[src/rtl/keypad_scan_display.sv]
// 4x4 matrix keypad scanner with frame-based debouncing, feeding a
// NUM_DIGITS-deep shift buffer shown on a time-multiplexed seven-segment bus.
module keypad_scan_display #(
  parameter int SCAN_DIV        = 50000,
  parameter int DEBOUNCE_FRAMES = 3,
  parameter int NUM_DIGITS      = 4,
  parameter int MUX_DIV         = 100000
) (
  input  logic                  clk,
  input  logic                  reset_n,
  output logic [3:0]            row,
  input  logic [3:0]            col,
  input  logic                  clear,
  output logic                  key_valid,
  output logic [3:0]            key_code,
  output logic                  key_down,
  output logic [6:0]            seg7,
  output logic [NUM_DIGITS-1:0] an
);

  localparam int SCAN_W = (SCAN_DIV > 1) ? $clog2(SCAN_DIV) : 1;
  localparam int MUX_W  = (MUX_DIV > 1) ? $clog2(MUX_DIV) : 1;
  localparam int IDX_W  = (NUM_DIGITS > 1) ? $clog2(NUM_DIGITS) : 1;
  localparam int STAB_W = $clog2(DEBOUNCE_FRAMES + 1);

  typedef enum logic [1:0] {RES_NONE, RES_KEY, RES_GHOST} res_t;
  typedef enum logic {IDLE, HELD} state_t;

  // Reset asserts asynchronously but is released in step with clk.
  logic [1:0] rst_sync_reg;
  logic       rst_n;

  always_ff @(posedge clk or negedge reset_n) begin
    if (!reset_n) rst_sync_reg <= 2'b00;
    else          rst_sync_reg <= {rst_sync_reg[0], 1'b1};
  end
  assign rst_n = rst_sync_reg[1];

  // ---------------- row scan and per-frame closure accumulation ----------
  logic [SCAN_W-1:0] dwell_cnt_reg;
  logic [1:0]        row_idx_reg;
  logic [1:0]        acc_cnt_reg;
  logic [3:0]        acc_code_reg;
  logic              dwell_end;
  logic              frame_end;
  logic [3:0]        closed;
  logic [2:0]        n_closed;
  logic [1:0]        col_idx;
  logic [3:0]        sample_code;
  logic [1:0]        frame_cnt;
  logic [3:0]        frame_code;

  assign dwell_end = (dwell_cnt_reg == SCAN_W'(SCAN_DIV - 1));
  assign frame_end = dwell_end && (row_idx_reg == 2'd3);
  assign row       = ~(4'b0001 << row_idx_reg);
  assign closed    = ~col;
  assign n_closed  = 3'(closed[0]) + 3'(closed[1]) + 3'(closed[2]) + 3'(closed[3]);

  always_comb begin
    col_idx = 2'd0;
    for (int i = 3; i >= 0; i--) begin
      if (closed[i]) col_idx = 2'(i);
    end
  end

  // Code is r*4+c+1 modulo 16, so r3 c3 wraps to 0.
  assign sample_code = {row_idx_reg, col_idx} + 4'd1;

  // Closure count saturates at 2: anything above one closure is a ghost.
  always_comb begin
    frame_cnt  = acc_cnt_reg;
    frame_code = acc_code_reg;
    if (n_closed == 3'd1 && acc_cnt_reg == 2'd0) begin
      frame_cnt  = 2'd1;
      frame_code = sample_code;
    end else if (n_closed != 3'd0) begin
      frame_cnt  = 2'd2;
    end
  end

  always_ff @(posedge clk or negedge rst_n) begin
    if (!rst_n) begin
      dwell_cnt_reg <= '0;
      row_idx_reg   <= 2'd0;
      acc_cnt_reg   <= 2'd0;
      acc_code_reg  <= 4'd0;
    end else if (dwell_end) begin
      dwell_cnt_reg <= '0;
      row_idx_reg   <= row_idx_reg + 2'd1;
      if (frame_end) begin
        acc_cnt_reg  <= 2'd0;
        acc_code_reg <= 4'd0;
      end else begin
        acc_cnt_reg  <= frame_cnt;
        acc_code_reg <= frame_code;
      end
    end else begin
      dwell_cnt_reg <= dwell_cnt_reg + SCAN_W'(1);
    end
  end

  // ---------------- frame stability tracking ------------------------------
  res_t              res_kind;
  res_t              prev_kind_reg;
  logic [3:0]        prev_code_reg;
  logic [STAB_W-1:0] stab_reg;
  logic [STAB_W-1:0] stab_next;
  logic              same_result;
  logic              debounced;

  always_comb begin
    case (frame_cnt)
      2'd0:    res_kind = RES_NONE;
      2'd1:    res_kind = RES_KEY;
      default: res_kind = RES_GHOST;
    endcase
  end

  assign same_result = (res_kind != RES_GHOST) && (res_kind == prev_kind_reg) &&
                       ((res_kind != RES_KEY) || (frame_code == prev_code_reg));

  always_comb begin
    if (same_result) begin
      stab_next = (stab_reg == STAB_W'(DEBOUNCE_FRAMES)) ? stab_reg : stab_reg + STAB_W'(1);
    end else if (res_kind == RES_GHOST) begin
      stab_next = '0;
    end else begin
      stab_next = STAB_W'(1);
    end
  end

  assign debounced = (stab_next >= STAB_W'(DEBOUNCE_FRAMES));

  always_ff @(posedge clk or negedge rst_n) begin
    if (!rst_n) begin
      prev_kind_reg <= RES_NONE;
      prev_code_reg <= 4'd0;
      stab_reg      <= '0;
    end else if (frame_end) begin
      prev_kind_reg <= res_kind;
      prev_code_reg <= frame_code;
      stab_reg      <= stab_next;
    end
  end

  // ---------------- press/release FSM -------------------------------------
  state_t     state_reg, state_next;
  logic       key_valid_reg, key_valid_next;
  logic [3:0] key_code_reg, key_code_next;
  logic       key_down_reg, key_down_next;

  always_ff @(posedge clk or negedge rst_n) begin
    if (!rst_n) begin
      state_reg     <= IDLE;
      key_valid_reg <= 1'b0;
      key_code_reg  <= 4'd0;
      key_down_reg  <= 1'b0;
    end else begin
      state_reg     <= state_next;
      key_valid_reg <= key_valid_next;
      key_code_reg  <= key_code_next;
      key_down_reg  <= key_down_next;
    end
  end

  always_comb begin
    state_next     = state_reg;
    key_valid_next = 1'b0;
    key_code_next  = key_code_reg;
    key_down_next  = key_down_reg;
    if (frame_end) begin
      case (state_reg)
        IDLE: begin
          if (res_kind == RES_KEY && debounced) begin
            state_next     = HELD;
            key_valid_next = 1'b1;
            key_code_next  = frame_code;
            key_down_next  = 1'b1;
          end
        end
        HELD: begin
          // Only a debounced all-open frame re-arms; other keys are ignored.
          if (res_kind == RES_NONE && debounced) begin
            state_next    = IDLE;
            key_down_next = 1'b0;
          end
        end
        default: state_next = IDLE;
      endcase
    end
  end

  assign key_valid = key_valid_reg;
  assign key_code  = key_code_reg;
  assign key_down  = key_down_reg;

  // ---------------- display buffer: {valid, code} per digit ---------------
  logic [NUM_DIGITS-1:0][4:0] digits;

  genvar gi;
  generate
    for (gi = 0; gi < NUM_DIGITS; gi++) begin : g_digit
      logic [4:0] value_reg;
      logic [4:0] shift_in;
      if (gi == 0) begin : g_head
        assign shift_in = {1'b1, key_code_reg};
      end else begin : g_tail
        assign shift_in = digits[gi-1];
      end
      // clear has priority over a coincident key shift.
      always_ff @(posedge clk or negedge rst_n) begin
        if (!rst_n)             value_reg <= 5'd0;
        else if (clear)         value_reg <= 5'd0;
        else if (key_valid_reg) value_reg <= shift_in;
      end
      assign digits[gi] = value_reg;
    end
  endgenerate

  // ---------------- display multiplexer -----------------------------------
  function automatic logic [6:0] glyph(input logic [4:0] d);
    logic [6:0] g;
    g = 7'b1111111;
    if (d[4]) begin
      case (d[3:0])
        4'h0: g = 7'b1000000;
        4'h1: g = 7'b1111001;
        4'h2: g = 7'b0100100;
        4'h3: g = 7'b0110000;
        4'h4: g = 7'b0011001;
        4'h5: g = 7'b0010010;
        4'h6: g = 7'b0000010;
        4'h7: g = 7'b1111000;
        4'h8: g = 7'b0000000;
        4'h9: g = 7'b0010000;
        4'hA: g = 7'b0001000;
        4'hB: g = 7'b0000011;
        4'hC: g = 7'b1000110;
        4'hD: g = 7'b0100001;
        4'hE: g = 7'b0000110;
        4'hF: g = 7'b0001110;
      endcase
    end
    return g;
  endfunction

  logic [MUX_W-1:0]      slot_cnt_reg;
  logic [IDX_W-1:0]      digit_idx_reg;
  logic [6:0]            seg7_reg;
  logic [NUM_DIGITS-1:0] an_reg;
  logic                  slot_end;

  assign slot_end = (slot_cnt_reg == MUX_W'(MUX_DIV - 1));

  always_ff @(posedge clk or negedge rst_n) begin
    if (!rst_n) begin
      slot_cnt_reg  <= '0;
      digit_idx_reg <= '0;
      seg7_reg      <= 7'b1111111;
      an_reg        <= '1;
    end else begin
      if (slot_end) begin
        slot_cnt_reg  <= '0;
        digit_idx_reg <= (digit_idx_reg == IDX_W'(NUM_DIGITS - 1)) ? '0 : digit_idx_reg + IDX_W'(1);
      end else begin
        slot_cnt_reg  <= slot_cnt_reg + MUX_W'(1);
      end
      // Enable and segments register together so they stay aligned.
      an_reg   <= ~(NUM_DIGITS'(1) << digit_idx_reg);
      seg7_reg <= glyph(digits[digit_idx_reg]);
    end
  end

  assign seg7 = seg7_reg;
  assign an   = an_reg;

endmodule
[config.mk]
export PLATFORM = sky130hd
export DESIGN_NAME = keypad_scan_display
export DESIGN_NICKNAME = d
export VERILOG_FILES = /design/src/rtl/keypad_scan_display.sv
export SDC_FILE = /design/constraint.sdc
export NUM_CORES = 1
export LEC_CHECK = 0
export CORE_UTILIZATION = 45
export CTS_CLUSTER_DIAMETER = 40
export DETAILED_ROUTE_END_ITERATION = 16
export GPL_TIMING_DRIVEN = 0
export PLACE_DENSITY = 0.66
export SLEW_MARGIN = 20
export SYNTH_ARGS = -nofsm -noshare
export SYNTH_HDL_FRONTEND = slang
export SYNTH_SLANG_ARGS = --single-unit
[constraint.sdc]
create_clock -name clk -period 2.84 [get_ports clk]
set_clock_uncertainty 0.2 [all_clocks]
set_input_delay 0.852 -clock clk [delete_from_list [all_inputs] [get_ports clk]]
set_output_delay 0.852 -clock clk [all_outputs]
set_load 0.02 [all_outputs]
[Word-level counts from Yosys, hierarchy flattened]
Memories as Yosys holds them, arrays and structs flattened.
Cells that the tools add are included.
Widths: inputs -> output; s select.
Word-level totals
  output and inout bits: 21
  input port bits: 7
  flip-flop bits (word level): 91
  bits in read-only memories: 112
  memories kept: 1
  word-level logic and storage cells: 102
Operators by class
  shifts and indexed selects: 2
  reductions and logical operators: 14
  eq/ne operators: 15
  mux-type cells: 35
  add/sub/neg operators: 9
  order comparisons: 2
  bitwise gates (word level): 4
Memories
  (name not given): depth 16, width 7, read ports 1, clocked after memory_dff 0, write ports 0, RTL line 225  | case (d[3:0])
Operator list (count)
  $mux 5: 9
  $mux 2: 10
  $add 17x1->17 const B: 1
  $eq 17x17->1 const B: 1
  $mux 17: 1
  $add 16x1->16 const B: 1
  $eq 16x16->1 const B: 1
  $mux 16: 1
  $not 4->4: 3
  $bmux 5 s2: 1
  $eq 2x2->1 const B: 4
  $mux 4: 2
  $shl 1x2->4 const A: 2
  $mux 1: 7
  $mux 7: 1
  $add 2x1->2 const B: 3
  $logic_and 1x1->1: 6
  $logic_not 2->1: 3
  $reduce_and 3->1: 2
  $add 4x1->4 const B: 1
  $eq 2x1->1 const B: 2
  $eq 4x4->1: 1
  $ne 2x1->1 const B: 2
  $ne 2x2->1 const B: 2
  other kinds (13): 14

[Longest topological paths before layout]
  depth in word-level cells: 18
  mapped depth: 11
  mapped depth without buffers: 10

[Worst setup path after synthesis]
No wires, ideal clock.
  kind: in2reg
  start: in col[0]
  end: reg key_code_reg[3] (netlist: key_code[3])
  stages: 10
  setup slack: -0.721 ns
  arrival: 3.236 ns
  path through: fa_1 > inv_1 > ha_1 > ha_1 > a2111oi_4 > and2b_1 > o21ai_2 > nor3_4 > nand4_4 > mux2_4
On the way
  word-level cells in the longest chain between the ends: 16
  elaborated cells between the ends (all ways): 29
Ends and longest elaborated chain
  start, declared: RTL line 12  | input logic [3:0] col,
  $not 4->4 (*): RTL line 56  | assign closed = ~col;
  $add 1x1->2: RTL line 57  | assign n_closed = 3'(closed[0]) + 3'(closed[1]) + 3'(closed[2]) + 3'(closed[3]);
  $add 2x1->3: RTL line 57
  $add 3x1->3: RTL line 57
  $reduce_bool 3->1 or $eq 3x1->1 (tied branches): RTL line 76, 73
  $mux 2 or $logic_and 1x1->1 (tied branches): RTL line 76, 73
  $mux 2: RTL line 73  | if (n_closed == 3'd1 && acc_cnt_reg == 2'd0) begin
  $eq 2x1->1 or $logic_not 2->1 (tied branches): RTL line 112  | case (frame_cnt)
  $pmux 2 s2: RTL line 112
  $ne 2x2->1, or another cell as far along: RTL line 119  | assign same_result = (res_kind != RES_GHOST) && (res_kind == prev_kind_reg) &&
  $logic_and 1x1->1 or $logic_or 1x1->1 (tied branches): RTL line 119, 120
  $logic_and 1x1->1: RTL line 119
  $mux 2: RTL line 123  | if (same_result) begin
  $ge 2x2->1: RTL line 132  | assign debounced = (stab_next >= STAB_W'(DEBOUNCE_FRAMES));
  $logic_and 1x1->1: RTL line 174  | if (res_kind == RES_KEY && debounced) begin
  $reduce_and 3->1 (no line)
  end signal, assigned: RTL line 161  | key_code_reg <= key_code_next;
  end, declared: RTL line 149  | logic [3:0] key_code_reg, key_code_next;
Mark *: on every way between the ends. The rest lies on a longest branch, timed or not.
A chain may end at the register's enable or synchronous reset.

[Worst setup path in the final report]
  start: in col[0]
  end: reg key_code_reg[0] (netlist: key_code[0])
Same word-level chain as after synthesis.

==> Implementation_results.wiki <==
{| class="wikitable"
! Metric !! Value
|-
| Initial antenna violation count || 0
|-
| Maximum single-stage delay on the critical path || 550 ps
|-
| Leading register cell type out of synthesis || sky130_fd_sc_hd__dfrtp_1
|-
| Pin count of the biggest net entering global routing || 53
|-
| Data arrival at the endpoint of the critical path || 3300 ps
|-
| Placer congestion estimate || 0.853
|-
| Worst vdd rail ir drop || around 0.00021 V
|-
| Crit path setup slack, layout || -407 ps
|-
| Synthesized area per cell || 10.9 um^2
|-
| Routed length per instance || between 10 and 15 um
|-
| Number of filler cells placed in the layout || 887
|-
| Most common cell after layout, fill and taps aside || sky130_fd_sc_hd__dfrtp_1
|-
| Required time reported for the critical path endpoint || 2900 ps
|-
| Initial core utilization || 46.7%
|-
| Fmax || 0.308 GHz
|-
| Synthesized-area fraction occupied by and/or/nand/nor cells || 16.8%
|-
| CP Launch Type || input port
|-
| Reported leakage power || between 0.002 and 0.0025 uW
|-
| Failing checks || setup timing
|-
| Number of global-route vias before repair || 3,150
|-
| Net count, final || around 500
|-
| Most Used Layer, Global Route || met2
|-
| RSZ-0062 raised after global routing || true
|-
| Hold Violations, Final || 0
|-
| Total Wirelength || approximately 8400 um
|-
| Area share of the leading cell type in the synthesized netlist || 43.6%
|-
| Slew at the pin with the worst max-slew slack || roughly 700 ps
|-
| Synthesized netlist cell count || 420
|-
| Post-synthesis sequential area ratio || 49.9%
|-
| DRT Pass-1 Iters || 4
|-
| Number of buffers and inverters on the critical path || 2
|-
| Number of enable flip-flop cells after synthesis || 0
|-
| Grt met3 use || 3.05%
|-
| Diodes inserted || 0
|-
| Synth Area in Compound Gates || between 8 and 9%
|-
| Total of warnings raised by yosys || 0
|-
| Top fanout value on the critical path || 6
|-
| Port bufs || 26
|-
| Flop and latch count out of synthesis || 91
|-
| Xor-xnor portion of the synthesized cell area || under 10%
|-
| Number of buffers created by CTS || 9
|-
| Average vias per placed instance || 5.25
|-
| Skew-Pair Late Insertion Delay || 360 ps
|-
| Share of layout cells above drive strength 1 || a little under a fifth
|-
| P&R area growth vs syn || 19.9%
|-
| Number of cells on the worst reg-to-reg path || 6
|-
| Area enclosed by the die boundary || roughly 11,000 um^2
|-
| Mux contribution to synthesized area || 8.73%
|-
| GRT Total Usage || between 10% and 20%
|-
| Number of remaining DRC errors || 0
|-
| Leftover overflow at the end of global routing || 0
|-
| Combinational family with the most area after synthesis || simple AND/OR/NAND/NOR gates
|-
| Number of pins with negative max-slew slack in the final report || 0
|-
| Critical path start-end classification || in -> reg
|-
| Via total after detailed routing || 3,200
|-
| Cell type with the highest aggregate area in the netlist || sky130_fd_sc_hd__dfrtp_1
|-
| Clock transition time at the flip-flop clock pins of the worst setup and hold paths || 90 ps
|-
| Post-route design area || 5500 um^2
|-
| Net count of the mapped netlist || 447
|-
| Largest register FFs || 20
|-
| Slowest library cell on the worst path || sky130_fd_sc_hd__fa_1
|-
| Setup TNS || -2920 ps
|-
| Cell area after placement || a little over 5000 um^2
|-
| R2R Path Start || dwell_cnt_reg[12]$_DFF_PN0_
|-
| Met1 Use GR || 24.4%
|-
| CTS tree || built
|-
| Slack of the worst reg-to-reg path || 240 ps
|-
| Final setup violation count || 10
|-
| FP Rows || 36
|-
| Root cell of the clock tree || sky130_fd_sc_hd__clkbuf_8
|-
| Final critical delay including setup and external delays || 3250 ps
|-
| Category of cells accounting for the largest share of critical-path delay || adder cells
|-
| Maximum count of clock buffers along a single path || 2
|-
| Core Region || about 9800 um^2
|-
| Result of the run || finished with violations
|-
| Share of async-settable or async-resettable flops after synthesis || 100%
|-
| Cells along the critical path || buf_8, fa_1, inv_2, ha_4, nor3b_4, nand2_1, a311oi_2, o32a_4, nand4_4, mux2_4
|-
| Final HPWL DP || 5840 um
|-
| Wire length of the first global-routing pass || 14,600 um
|-
| Num ports || 28
|-
| Total power divided by cell area || 418 nW/um^2
|-
| Setup crit end kind || flip-flop
|-
| Level count of the clock H-tree || 3
|-
| Horizontal die dimension || roughly 100 um
|-
| Area of the mapped netlist || 4590 um^2
|-
| Number of hold buffers added after CTS || 0
|-
| Relative max-transition margin || 54.3%
|-
| Antenna Violating Nets Remaining || 0
|-
| Most area-consuming cells after synthesis || sky130_fd_sc_hd__dfrtp_1, sky130_fd_sc_hd__dfstp_2, sky130_fd_sc_hd__ha_1, sky130_fd_sc_hd__mux2i_1, sky130_fd_sc_hd__nor2_1
|-
| Post-Place Setup Slack || -1330 ps
|-
| Endpoint of the worst-slack reg-to-reg timing path || stab_reg[1]$_DFFE_PN0P_
|-
| Number of distinct standard cells referenced by the synthesized netlist || 58
|-
| Share of the clock period used by the worst path after layout || 114%
|-
| Max-cap violation count || 0
|-
| Adder-Cell Fraction of Synth Area || 5.62%
|-
| Number of DRC markers after the initial detailed-route iteration || 81
|-
| Most used cells in the layout excluding fill and tap cells || sky130_fd_sc_hd__dfrtp_1, sky130_fd_sc_hd__nor2_1, sky130_fd_sc_hd__nand2_1
|-
| Worst min-delay path class || reg -> async
|-
| Number of sinks on the clock net || 91
|-
| Met2 Use GR || 27.5%
|-
| DIE HEIGHT || between 100 and 150 um
|}
[synthesized netlist by cell type, types with 5 or more instances]
| cell | number |
|---|---|
| sky130_fd_sc_hd__xor2_1 | 17 |
| sky130_fd_sc_hd__a21oi_1 | 9 |
| sky130_fd_sc_hd__o21ai_0 | 11 |
| sky130_fd_sc_hd__and4_1 | 5 |
| sky130_fd_sc_hd__mux4_2 | 5 |
| sky130_fd_sc_hd__inv_1 | 29 |
| sky130_fd_sc_hd__xnor2_1 | 16 |
| sky130_fd_sc_hd__dfstp_2 | 11 |
| sky130_fd_sc_hd__nand3_1 | 15 |
| sky130_fd_sc_hd__dfrtp_1 | 80 |
| sky130_fd_sc_hd__nand2_1 | 38 |
| sky130_fd_sc_hd__and3_1 | 6 |
| sky130_fd_sc_hd__nand4_1 | 8 |
| sky130_fd_sc_hd__clkbuf_1 | 8 |
| sky130_fd_sc_hd__nor3_1 | 6 |
| sky130_fd_sc_hd__mux2i_1 | 22 |
| sky130_fd_sc_hd__nor2_1 | 51 |
| sky130_fd_sc_hd__ha_1 | 19 |
| sky130_fd_sc_hd__nor2b_1 | 6 |
[power by group]
part	switching [uW]	internal, uW	total, uW
sequential	16.0	1300	1320
combinational	56.1	44.1	100
clock	475	411	886
total	548	1750	2300
[worst max-delay path by stage]
| stage | start | end | slack, ps | cells past startpoint |
|---|---|---|---|---|
| after floorplan | col[3] | key_code[3]$_DFFE_PN0P_ | -590 | 10 |
| after global placement | col[3] | key_code[0]$_DFFE_PN0P_ | -1290 | 11 |
| after detailed placement | col[3] | key_code[0]$_DFFE_PN0P_ | -1330 | 11 |
| after CTS | col[3] | key_code[0]$_DFFE_PN0P_ | -460 | 12 |
| after global routing | col[0] | key_code[3]$_DFFE_PN0P_ | -520 | 10 |
| final | col[0] | key_code[0]$_DFFE_PN0P_ | -410 | 10 |
[cell type report]
cell class,instances,area [um^2],share of cell area (%)
timing repair buffer,42,415,7.55
clock inverter,7,77.6,1.41
multi-input combinational,288,2270,41.3
tap,133,166,3.02
buffer,10,41.3,0.751
clock buffer,9,124,2.25
sequential,91,2300,41.8
inverter,29,109,1.98
[repair_timing]
action / 4_1_cts / 5_1_grt
endpoints found under the hold margin: 0 / 0
buffers inserted: 11 / 4
resized for setup: 28 / 16
endpoints found under the setup margin: 25 / 15
pin swaps: 9 / 12
[cell families after synthesis]
logic type	count (synthesis)
multiplexers	32
AO/OA/AOI/OAI	50
other	1
AND/OR/NAND/NOR	152
XOR/XNOR	33
buffers and inverters	41
flip-flops	91
adder cells (fa/ha/maj)	20
[per-layer routing]
metal / part of all wire, % / vias up
met4: 2.2 / 0
met2: 47 / 65
met1: 48 / 1564
met3: 3.1 / 19
li1: - / 1552
met5: 0 / -
[stage by stage]
step / utilization, % / instances / total power [uW] / hold slack [ps]
finish: 56.0 / 609 / 2300 / 112
floorplan: - / 420 / 1400 / 131
global route: 56.0 / 609 / 2400 / 165
global placement: 51.6 / 579 / 1420 / 135
CTS: 55.0 / 605 / 2320 / 135
detailed placement: 51.9 / 580 / 1430 / 128
(Power assumes the default switching activity.)
